**src/rtl/lcd_char_seq.sv**
```systemverilog
// lcd_char_seq: character FIFO plus HD44780 init/command sequencer feeding the LCD write stage.
// Define LCD_CHAR_SEQ_WRAP_EN to enable cursor tracking, line-wrap addressing and newline handling.
module lcd_char_seq #(
    parameter int FIFO_DEPTH = 16,
    parameter int COLS       = 16
) (
    input  logic                        clk,
    input  logic                        reset,
    input  logic                        wr_en,
    input  logic [7:0]                  wr_data,
    input  logic                        clr,
    output logic                        full,
    output logic [$clog2(FIFO_DEPTH):0] level,
    output logic                        overflow,
    output logic                        init_done,
    output logic                        iniciar,
    output logic [31:0]                 dataA,
    output logic [31:0]                 dataB,
    input  logic                        done
);

    localparam int AW = $clog2(FIFO_DEPTH);

    typedef enum logic [1:0] {INIT, IDLE, WAIT} state_t;

    state_t        state;
    logic [7:0]    mem [FIFO_DEPTH];
    logic [AW-1:0] rd_ptr;
    logic [AW-1:0] wr_ptr;
    logic [AW:0]   count;
    logic [7:0]    head;
    logic          push;
    logic          pop;
    logic          flush;
    logic          serve_clear;
    logic          serve_char;
    logic          clr_pending;
    logic [2:0]    cmd_idx;
    logic          rs_q;
    logic [7:0]    byte_q;
`ifdef LCD_CHAR_SEQ_WRAP_EN
    logic [5:0]    col;
    logic          row;
    logic          need_addr;
    logic          serve_addr;
    logic          serve_nl;
`endif

    assign full  = (count == (AW+1)'(FIFO_DEPTH));
    assign level = count;
    assign head  = mem[rd_ptr];
    assign dataA = {31'd0, rs_q};
    assign dataB = {24'd0, byte_q};

    function automatic logic [7:0] init_cmd(input logic [2:0] idx);
        case (idx)
            3'd0:    return 8'h38;
            3'd1:    return 8'h0C;
            3'd2:    return 8'h01;
            default: return 8'h06;
        endcase
    endfunction

    // IDLE arbitration: pending clear, then pending address command, then the FIFO head.
    always_comb begin
        serve_clear = 1'b0;
        serve_char  = 1'b0;
`ifdef LCD_CHAR_SEQ_WRAP_EN
        serve_addr  = 1'b0;
        serve_nl    = 1'b0;
`endif
        if (state == IDLE) begin
            if (clr_pending) begin
                serve_clear = 1'b1;
            end
`ifdef LCD_CHAR_SEQ_WRAP_EN
            else if (need_addr) begin
                serve_addr = 1'b1;
            end else if (count != '0) begin
                if (head == 8'h0A) begin
                    serve_nl = 1'b1;
                end else begin
                    serve_char = 1'b1;
                end
            end
`else
            else if (count != '0) begin
                serve_char = 1'b1;
            end
`endif
        end
    end

`ifdef LCD_CHAR_SEQ_WRAP_EN
    assign pop = serve_char | serve_nl;
`else
    assign pop = serve_char;
`endif
    assign flush = serve_clear;
    assign push  = wr_en & ~full & ~flush;

    always_ff @(posedge clk) begin
        if (push) begin
            mem[wr_ptr] <= wr_data;
        end
    end

    // A flush also drops any push landing in the same cycle.
    always_ff @(posedge clk or negedge reset) begin
        if (!reset) begin
            rd_ptr   <= '0;
            wr_ptr   <= '0;
            count    <= '0;
            overflow <= 1'b0;
        end else begin
            if (flush) begin
                rd_ptr <= '0;
                wr_ptr <= '0;
                count  <= '0;
            end else begin
                if (push) begin
                    wr_ptr <= wr_ptr + 1'b1;
                end
                if (pop) begin
                    rd_ptr <= rd_ptr + 1'b1;
                end
                if (push && !pop) begin
                    count <= count + 1'b1;
                end else if (pop && !push) begin
                    count <= count - 1'b1;
                end
            end
            if (serve_clear) begin
                overflow <= 1'b0;
            end else if (wr_en && full) begin
                overflow <= 1'b1;
            end
        end
    end

    // Sequencer: every downstream write is a one-cycle iniciar followed by WAIT until done.
    always_ff @(posedge clk or negedge reset) begin
        if (!reset) begin
            state       <= INIT;
            cmd_idx     <= 3'd0;
            init_done   <= 1'b0;
            iniciar     <= 1'b0;
            rs_q        <= 1'b0;
            byte_q      <= 8'h00;
            clr_pending <= 1'b0;
`ifdef LCD_CHAR_SEQ_WRAP_EN
            col         <= 6'd0;
            row         <= 1'b0;
            need_addr   <= 1'b0;
`endif
        end else begin
            iniciar <= 1'b0;
            if (clr) begin
                clr_pending <= 1'b1;
            end
            case (state)
                INIT: begin
                    rs_q    <= 1'b0;
                    byte_q  <= init_cmd(cmd_idx);
                    iniciar <= 1'b1;
                    cmd_idx <= cmd_idx + 3'd1;
                    state   <= WAIT;
                end
                WAIT: begin
                    if (done) begin
                        if (init_done) begin
                            state <= IDLE;
                        end else if (cmd_idx == 3'd4) begin
                            init_done <= 1'b1;
                            state     <= IDLE;
                        end else begin
                            state <= INIT;
                        end
                    end
                end
                IDLE: begin
                    if (serve_clear) begin
                        rs_q        <= 1'b0;
                        byte_q      <= 8'h01;
                        iniciar     <= 1'b1;
                        state       <= WAIT;
                        clr_pending <= clr;
`ifdef LCD_CHAR_SEQ_WRAP_EN
                        col         <= 6'd0;
                        row         <= 1'b0;
                        need_addr   <= 1'b0;
`endif
                    end
`ifdef LCD_CHAR_SEQ_WRAP_EN
                    else if (serve_addr) begin
                        rs_q      <= 1'b0;
                        byte_q    <= {1'b1, row, 6'd0};
                        iniciar   <= 1'b1;
                        need_addr <= 1'b0;
                        state     <= WAIT;
                    end else if (serve_nl) begin
                        col       <= 6'd0;
                        row       <= ~row;
                        need_addr <= 1'b1;
                    end
`endif
                    else if (serve_char) begin
                        rs_q    <= 1'b1;
                        byte_q  <= head;
                        iniciar <= 1'b1;
                        state   <= WAIT;
`ifdef LCD_CHAR_SEQ_WRAP_EN
                        if (col == 6'(COLS - 1)) begin
                            col       <= 6'd0;
                            row       <= ~row;
                            need_addr <= 1'b1;
                        end else begin
                            col <= col + 6'd1;
                        end
`endif
                    end
                end
                default: state <= INIT;
            endcase
        end
    end

endmodule

```
**config.mk**
```make
export PLATFORM = sky130hd
export DESIGN_NAME = lcd_char_seq
export DESIGN_NICKNAME = d
export VERILOG_FILES = /design/src/rtl/lcd_char_seq.sv
export SDC_FILE = /design/constraint.sdc
export NUM_CORES = 1
export LEC_CHECK = 0
export ABC_AREA = 1
export CAP_MARGIN = 40
export CORE_MARGIN = 5
export CORE_UTILIZATION = 56
export DETAILED_ROUTE_END_ITERATION = 10
export GPL_TIMING_DRIVEN = 0
export HOLD_SLACK_MARGIN = 0.02
export MAX_ROUTING_LAYER = met4
export PLACE_DENSITY = 0.8
export SYNTH_ARGS = -nofsm -noshare
export SYNTH_HDL_FRONTEND = slang
export SYNTH_SLANG_ARGS = --single-unit
```
**constraint.sdc**
```tcl
create_clock -name clk -period 2.45 [get_ports clk]
set_clock_uncertainty 0.05 [all_clocks]
set_input_delay 0.735 -clock clk [delete_from_list [all_inputs] [get_ports clk]]
set_output_delay 0.735 -clock clk [all_outputs]
set_load 0.05 [all_outputs]
```
==> impl_metrics.csv, run 1 <==
group,metric,value,unit
place,place_congestion,0.875,
final_layout,syn2layout_area_growth,18.8,%
synth,synth_ff_type,"edfxtp_1",
clock_tree,cts_buffers,17,
die,row_count,42,
timing,hold_viol,0,
power,p_int,0.00564,W
global_routing,grt-ovfl-total,0,
power,powerDensity,1050,nW/um^2
drt,vias,5359,
timing,period_needed,2.43,ns
global_routing,grt_pass1_wl,27000,um
final_layout,fin_area,8920,um^2
timing,fin_crit_sh,99.1,%
critical_path,cpMaxStageDelayCell,"nor3_1",
die,initial_utilization,56.9,%
drt,dr.pass1.iters,5,
drt,drc,0,
clock_tree,cts_sinks,159,
critical_path,cp.required,2.53,ns
timing,finalSetupViolCount,0,
critical_path,path_buf_inv,2,
die,die_w,126,um
critical_path,crit_path_end_kind,"flop",
place,place_hpwl,11900,um
synth,synth_seq_cells,159,
timing,max_freq,412,MHz
timing,finalMaxSlewViolations,0,
final_layout,fillers,957,
clock_tree,cts_root_buffer,"clkbuf_16",
critical_path,ff2ff_path_depth,6,
synth,netlist-cell-type-count,33,
synth,yosysWarnings,0,
critical_path,cp_cell_sequence,"nor2_1, nand4_1, nand3_4, buf_4, nor3_1, buf_2",
critical_path,worst-path-stages,6,
global_routing,grt_max_degree,19,
critical_path,r2r-end,"mem[9][3]",
timing,max_slew_margin,39.6,%
drt,wire_per_inst,16.7,um
place,dpl_cell_area,8340,um^2
final_layout,nets,886,
critical_path,rr_startpoint,"level[2]",
synth,netlist_top_cells_area,"edfxtp_1 51%, dfrtp_1 10%, nand2_1 9.7%, buf_4 5.6%, nand3_1 5.3%",
synth,async_reset_ff_share,19.5,%
final_layout,antenna_cells,0,
critical_path,r2r_slack,0.02,ns
critical_path,crit_start,"level[2]",
synth,yosysTopAreaCellShare,51.2,%
clock_tree,cts_tree,"done",
drt,drt-total-wl,17500,um
drt,drt_iter0_markers,581,
final_layout,drive_above_1_share,15.6,%
power,power_frac_comb,37.2,%
timing,worst_slew_pin_slew,0.899,ns
synth,synth-edff-count,128,
critical_path,arrival,2.51,ns
critical_path,worstSetupPathType,"flop to flop",
synth,synth_area,7510,um^2
synth,syn_inst,742,
final_layout,fin_util,67.6,%
drt,vias_per_cell,5.11,
power,switchingPower,0.00375,W
run,drv_cap,0,
die,core_area,13200,um^2
critical_path,worst_setup_path_start_kind,"flop",
critical_path,crit_end,"mem[9][3]",
clock_tree,clockBufferDepth,2,
drt,antenna_left,0,
place,dp_cells,1013,
die,dieArea,15800,um^2
power,p_clk_share,24.9,%
power,peakVddDrop,0.557,mV
critical_path,path_delay_family,"simple AND/OR/NAND/NOR gates",
global_routing,grt_pass1_vias,5049,
die,fp.dieH,126,um
synth,syn_area_per_cell,10.1,um^2
power,pwr-share-seq,37.8,%
min_path,hold_path_class,"flop to flop",
power,p_leak,4.04,nW
clock_tree,clkTransAtPathRegs,0.07,ns
clock_tree,clk_latency,0.43,ns
critical_path,cpPeakStageDelay,0.69,ns
clock_tree,htreeDepth,4,
place,portBuffers,30,
critical_path,cp_max_fo,9,
synth,synth_area_leader_cell,"edfxtp_1",
power,switching_share,39.9,%
outcome,status,"completed",
global_routing,antenna_found_initial,0,
global_routing,grt_use_total,22.9,%
die,num_io_pins,86,
synth,ys_seq_area_share,61.5,%
final_layout,fin_cells,1048,
synthesized netlist by cell type, drive strengths merged, types with 3 or more instances:
cell type	count
nand2	198
a21oi	13
o21ai	29
edfxtp	128
ha	13
nand3	82
nand4	3
nand3b	4
inv	90
o211ai	5
nor2	41
dfrtp	31
xor2	4
clkbuf	11
nor3	14
buf	68
tightest hold or removal path, stage by stage, from the launching register on:
cell	delay, ns
dfrtp_1	0.34
inv_1	0.06
nand2_1	0.06
metrics by stage:
| step | setup TNS [ns] | hold WS [ns] | worst slack (ns) | total power [W] |
|---|---|---|---|---|
| finish | 0 | 0.439 | 0.0219 | 0.00939 |
| floorplan | 0 | 0.389 | 0.0433 | 0.00599 |
| global placement | -76.45 | 0.417 | -0.755 | 0.00688 |
| detailed placement | -36.29 | 0.423 | -0.557 | 0.00700 |
| global route | -0.000159 | 0.456 | -0.000159 | 0.00987 |
| CTS | 0 | 0.436 | 0.0171 | 0.00930 |
kinds of logic (layout without fill, tap and decap cells):
group / count (synthesis) / count (layout) / share of synthesized area, %
simple gates: 342 / 342 / 20.0
buf+inv: 171 / 247 / 11.6
fa+ha+maj: 14 / 14 / 2.43
flops: 159 / 159 / 61.5
compound gates: 50 / 50 / 3.75
xor+xnor: 5 / 5 / 0.583
other cells: 1 / 55 / 0.0499
layer usage:
metal	global-route usage, %	routed length, um	vias to the layer above
li1	-	-	2568
met3	5.08	1930	36
met2	36.5	8470	308
met4	9.21	477	0
met1	28.6	6580	2447
met5	-	0	-
worst min-delay path by stage:
stage	from	end	slack, ns	cells past startpoint
after floorplan	reset	byte_q[0]	0.39	0
after global placement	rs_q	rs_q	0.42	2
after detailed placement	rs_q	rs_q	0.42	2
after CTS	rs_q	rs_q	0.44	2
after global routing	rs_q	rs_q	0.46	2
final	init_done	init_done	0.44	2
cells in the final DEF (no fill, tap or decap), types with 22 or more instances in the layout:
cell type	count
o21ai_0	29
nor2_1	39
dfrtp_1	29
inv_1	86
conb_1	55
buf_4	63
clkdlybuf4s50_1	22
nand2_1	193
edfxtp_1	128
nand3_1	80
what timing repair did:
item | 4_1_cts | 5_1_grt
pin swaps | 0 | 2
endpoints found under the setup margin | 41 | 34
cloned | 0 | 0
hold buffers | 0 | 0
resized for setup | 16 | 8
setup buffers | 0 | 3
power groups by stage:
stage          clock [W]  combinational (W)  sequential, W
6_report         0.00234            0.00349        0.00355
2_1_floorplan          0            0.00205        0.00393
4_1_cts          0.00233            0.00343        0.00355
5_1_grt          0.00246            0.00382        0.00359
3_3_place_gp           0            0.00329        0.00359
3_5_place_dp           0            0.00340        0.00360
flip-flops by register name (all words and copies together) (netlist names):
register,cells
rd_ptr,4
wr_ptr,4
byte_q,8
level,5
mem,128
cmd_idx,3
clr_pending,1
overflow,1
init_done,1
iniciar,1
state,2
rs_q,1
area by class of cell:
type	count	area, um^2	area share (%)
Clock buffer	18	429	4.81
Timing Repair Buffer	44	407	4.56
Inverter	92	348	3.90
Multi-Input combinational cell	466	2280	25.5
Clock inverter	14	91.3	1.02
Tap cell	176	220	2.47
Buffer	79	528	5.92
Sequential cell	159	4620	51.8
Power figures use the tool's default switching activity.
==> run 2, diff against run 1 <==
--- a/config.mk
+++ b/config.mk
@@ -6,8 +6,8 @@
 export NUM_CORES = 1
 export LEC_CHECK = 0
 export ABC_AREA = 1
+export ABC_CLOCK_PERIOD_IN_PS = 2450
 export CAP_MARGIN = 40
-export CORE_MARGIN = 5
 export CORE_UTILIZATION = 56
 export DETAILED_ROUTE_END_ITERATION = 10
 export GPL_TIMING_DRIVEN = 0
==> impl_metrics.csv, run 2 (synthesis gave the netlist of run 1 again) <==
group,metric,value,unit
outcome,status,"finished, violations left",
outcome,violations,"negative setup slack",
run,drv_cap,0,
die,initial_utilization,58.6,%
critical_path,worst_setup_path_start_kind,"input pin",
timing,fin_crit_sh,104,%
drt,drc,0,
timing,period_needed,2.55,ns
timing,finalSetupViolCount,14,
place,place_hpwl,12300,um
place,place_congestion,0.942,
drt,antenna_left,0,
final_layout,layout_commonest_cell,"nand2_1",
critical_path,cp.required,2.53,ns
clock_tree,clockBufferDepth,2,
power,power,0.00979,W
place,portBuffers,30,
timing,rsz0062_at_grt,"yes",
final_layout,largest_reg_flops,128,
timing,hold-worst-slack,0.434,ns
place,place_ws,-0.581,ns
drt,vias,5617,
critical_path,worstSetupPathType,"input pin to flop",
clock_tree,htreeDepth,4,
die,core_area,12800,um^2
global_routing,antenna_found_initial,0,
power,p_leak,4.09,nW
critical_path,arrival,2.62,ns
clock_tree,cts_sinks,159,
timing,worst_slew_pin_slew,0.915,ns
clock_tree,cts_buffers,17,
clock_tree,cts_tree,"done",
final_layout,nets,890,
timing,max_slew_margin,38.5,%
final_layout,fillers,914,
final_layout,final_cell_mix,"193 x nand2_1, 128 x edfxtp_1, 87 x inv_1",
global_routing,grt_max_degree,18,
die,dieArea,13900,um^2
drt,drt_iter0_markers,686,
die,num_io_pins,86,
power,peakVddDrop,0.685,mV
global_routing,grt_pass1_vias,5491,
global_routing,grt_use_total,27.8,%
timing,finalMaxSlewViolations,0,
min_path,hold_path_class,"flop to flop",
global_routing,grt_pass1_wl,28200,um
drt,wire_per_inst,17.0,um
drt,vias_per_cell,5.36,
timing,hold_viol,0,
critical_path,cp_max_fo,6,
drt,dr.pass1.iters,6,
clock_tree,clkTransAtPathRegs,0.06,ns
drt,drt-total-wl,17800,um
final_layout,syn2layout_area_growth,19.6,%
timing,layout_setup_ws,-0.0960,ns
critical_path,crit_path_end_kind,"flop",
die,die_w,118,um
global_routing,grt-ovfl-total,0,
final_layout,drive_above_1_share,15.2,%
final_layout,regArea,4620,um^2
clock_tree,ctsHoldBuffers,0,
timing,max_freq,393,MHz
final_layout,antenna_cells,0,
clock_tree,cts_root_buffer,"clkbuf_16",
power,powerDensity,1090,nW/um^2
final_layout,regMostFlops,"mem",
die,fp.dieH,118,um
clock_tree,clk_latency,0.43,ns
die,row_count,41,
final_layout,multi_input_comb_area,2250,um^2
-- run 2: layout make-up --
type                            count  area share (%)
Buffer                             79            5.88
Timing Repair Buffer               48            4.87
Tap cell                          172            2.40
Sequential cell                   159            51.4
Multi-Input combinational cell    466            25.0
Clock buffer                       22            4.94
Clock inverter                      9            1.57
Inverter                           92            3.84
-- run 2: what timing repair did --
item                       in CTS  in global routing
pin swaps                       0                  2
buffers inserted                1                  3
setup endpoints to repair      35                 36
resized for setup              14                  7
-- run 2: routing by layer --
metal / GRT usage [%] / wire length [um] / vias up
met5: - / 0 / -
met4: 13.6 / 574 / 0
met3: 6.44 / 2000 / 68
met2: 43.2 / 8600 / 381
met1: 34.5 / 6660 / 2596
li1: - / - / 2572
-- run 2: where the power goes --
| group | internal, W | switching, W |
|---|---|---|
| Sequential | 0.00331 | 0.000240 |
| Combinational | 0.00107 | 0.00250 |
| Clock | 0.00168 | 0.000980 |
-- run 2: metrics by stage --
stage | std cells | TNS (ns) | utilization [%] | instance area (um^2)
5_1_grt | 1047 | -2.01 | 70.0 | 8980
3_3_place_gp | 998 | -74.79 | 64.2 | 8230
3_5_place_dp | 1011 | -40.73 | 65.0 | 8340
4_1_cts | 1043 | -0.321 | 69.7 | 8930
6_report | 1047 | -1.02 | 70.0 | 8980
2_1_floorplan | 796 | 0 | - | 7710
-- run 2: final timing paths --
check	from	to	slack (ns)	depth (start not counted)
max	wr_en	mem[3][2]	-0.1	6
min in group asynchronous	reset	cmd_idx[0]	0.71	1
min	byte_q[0]	byte_q[0]	0.43	2
max reg2reg	level[2]	level[4]	-0.01	15
max in group asynchronous	reset	level[0]	1.08	2
min reg2reg	byte_q[0]	byte_q[0]	0.43	2
-- run 2: critical path: stages --
cell,delay [ns]
clkdlybuf4s50_1,0.57
nand2_1,0.15
inv_1,0.10
nand2_1,0.15
nor3_1,0.57
buf_2,0.34
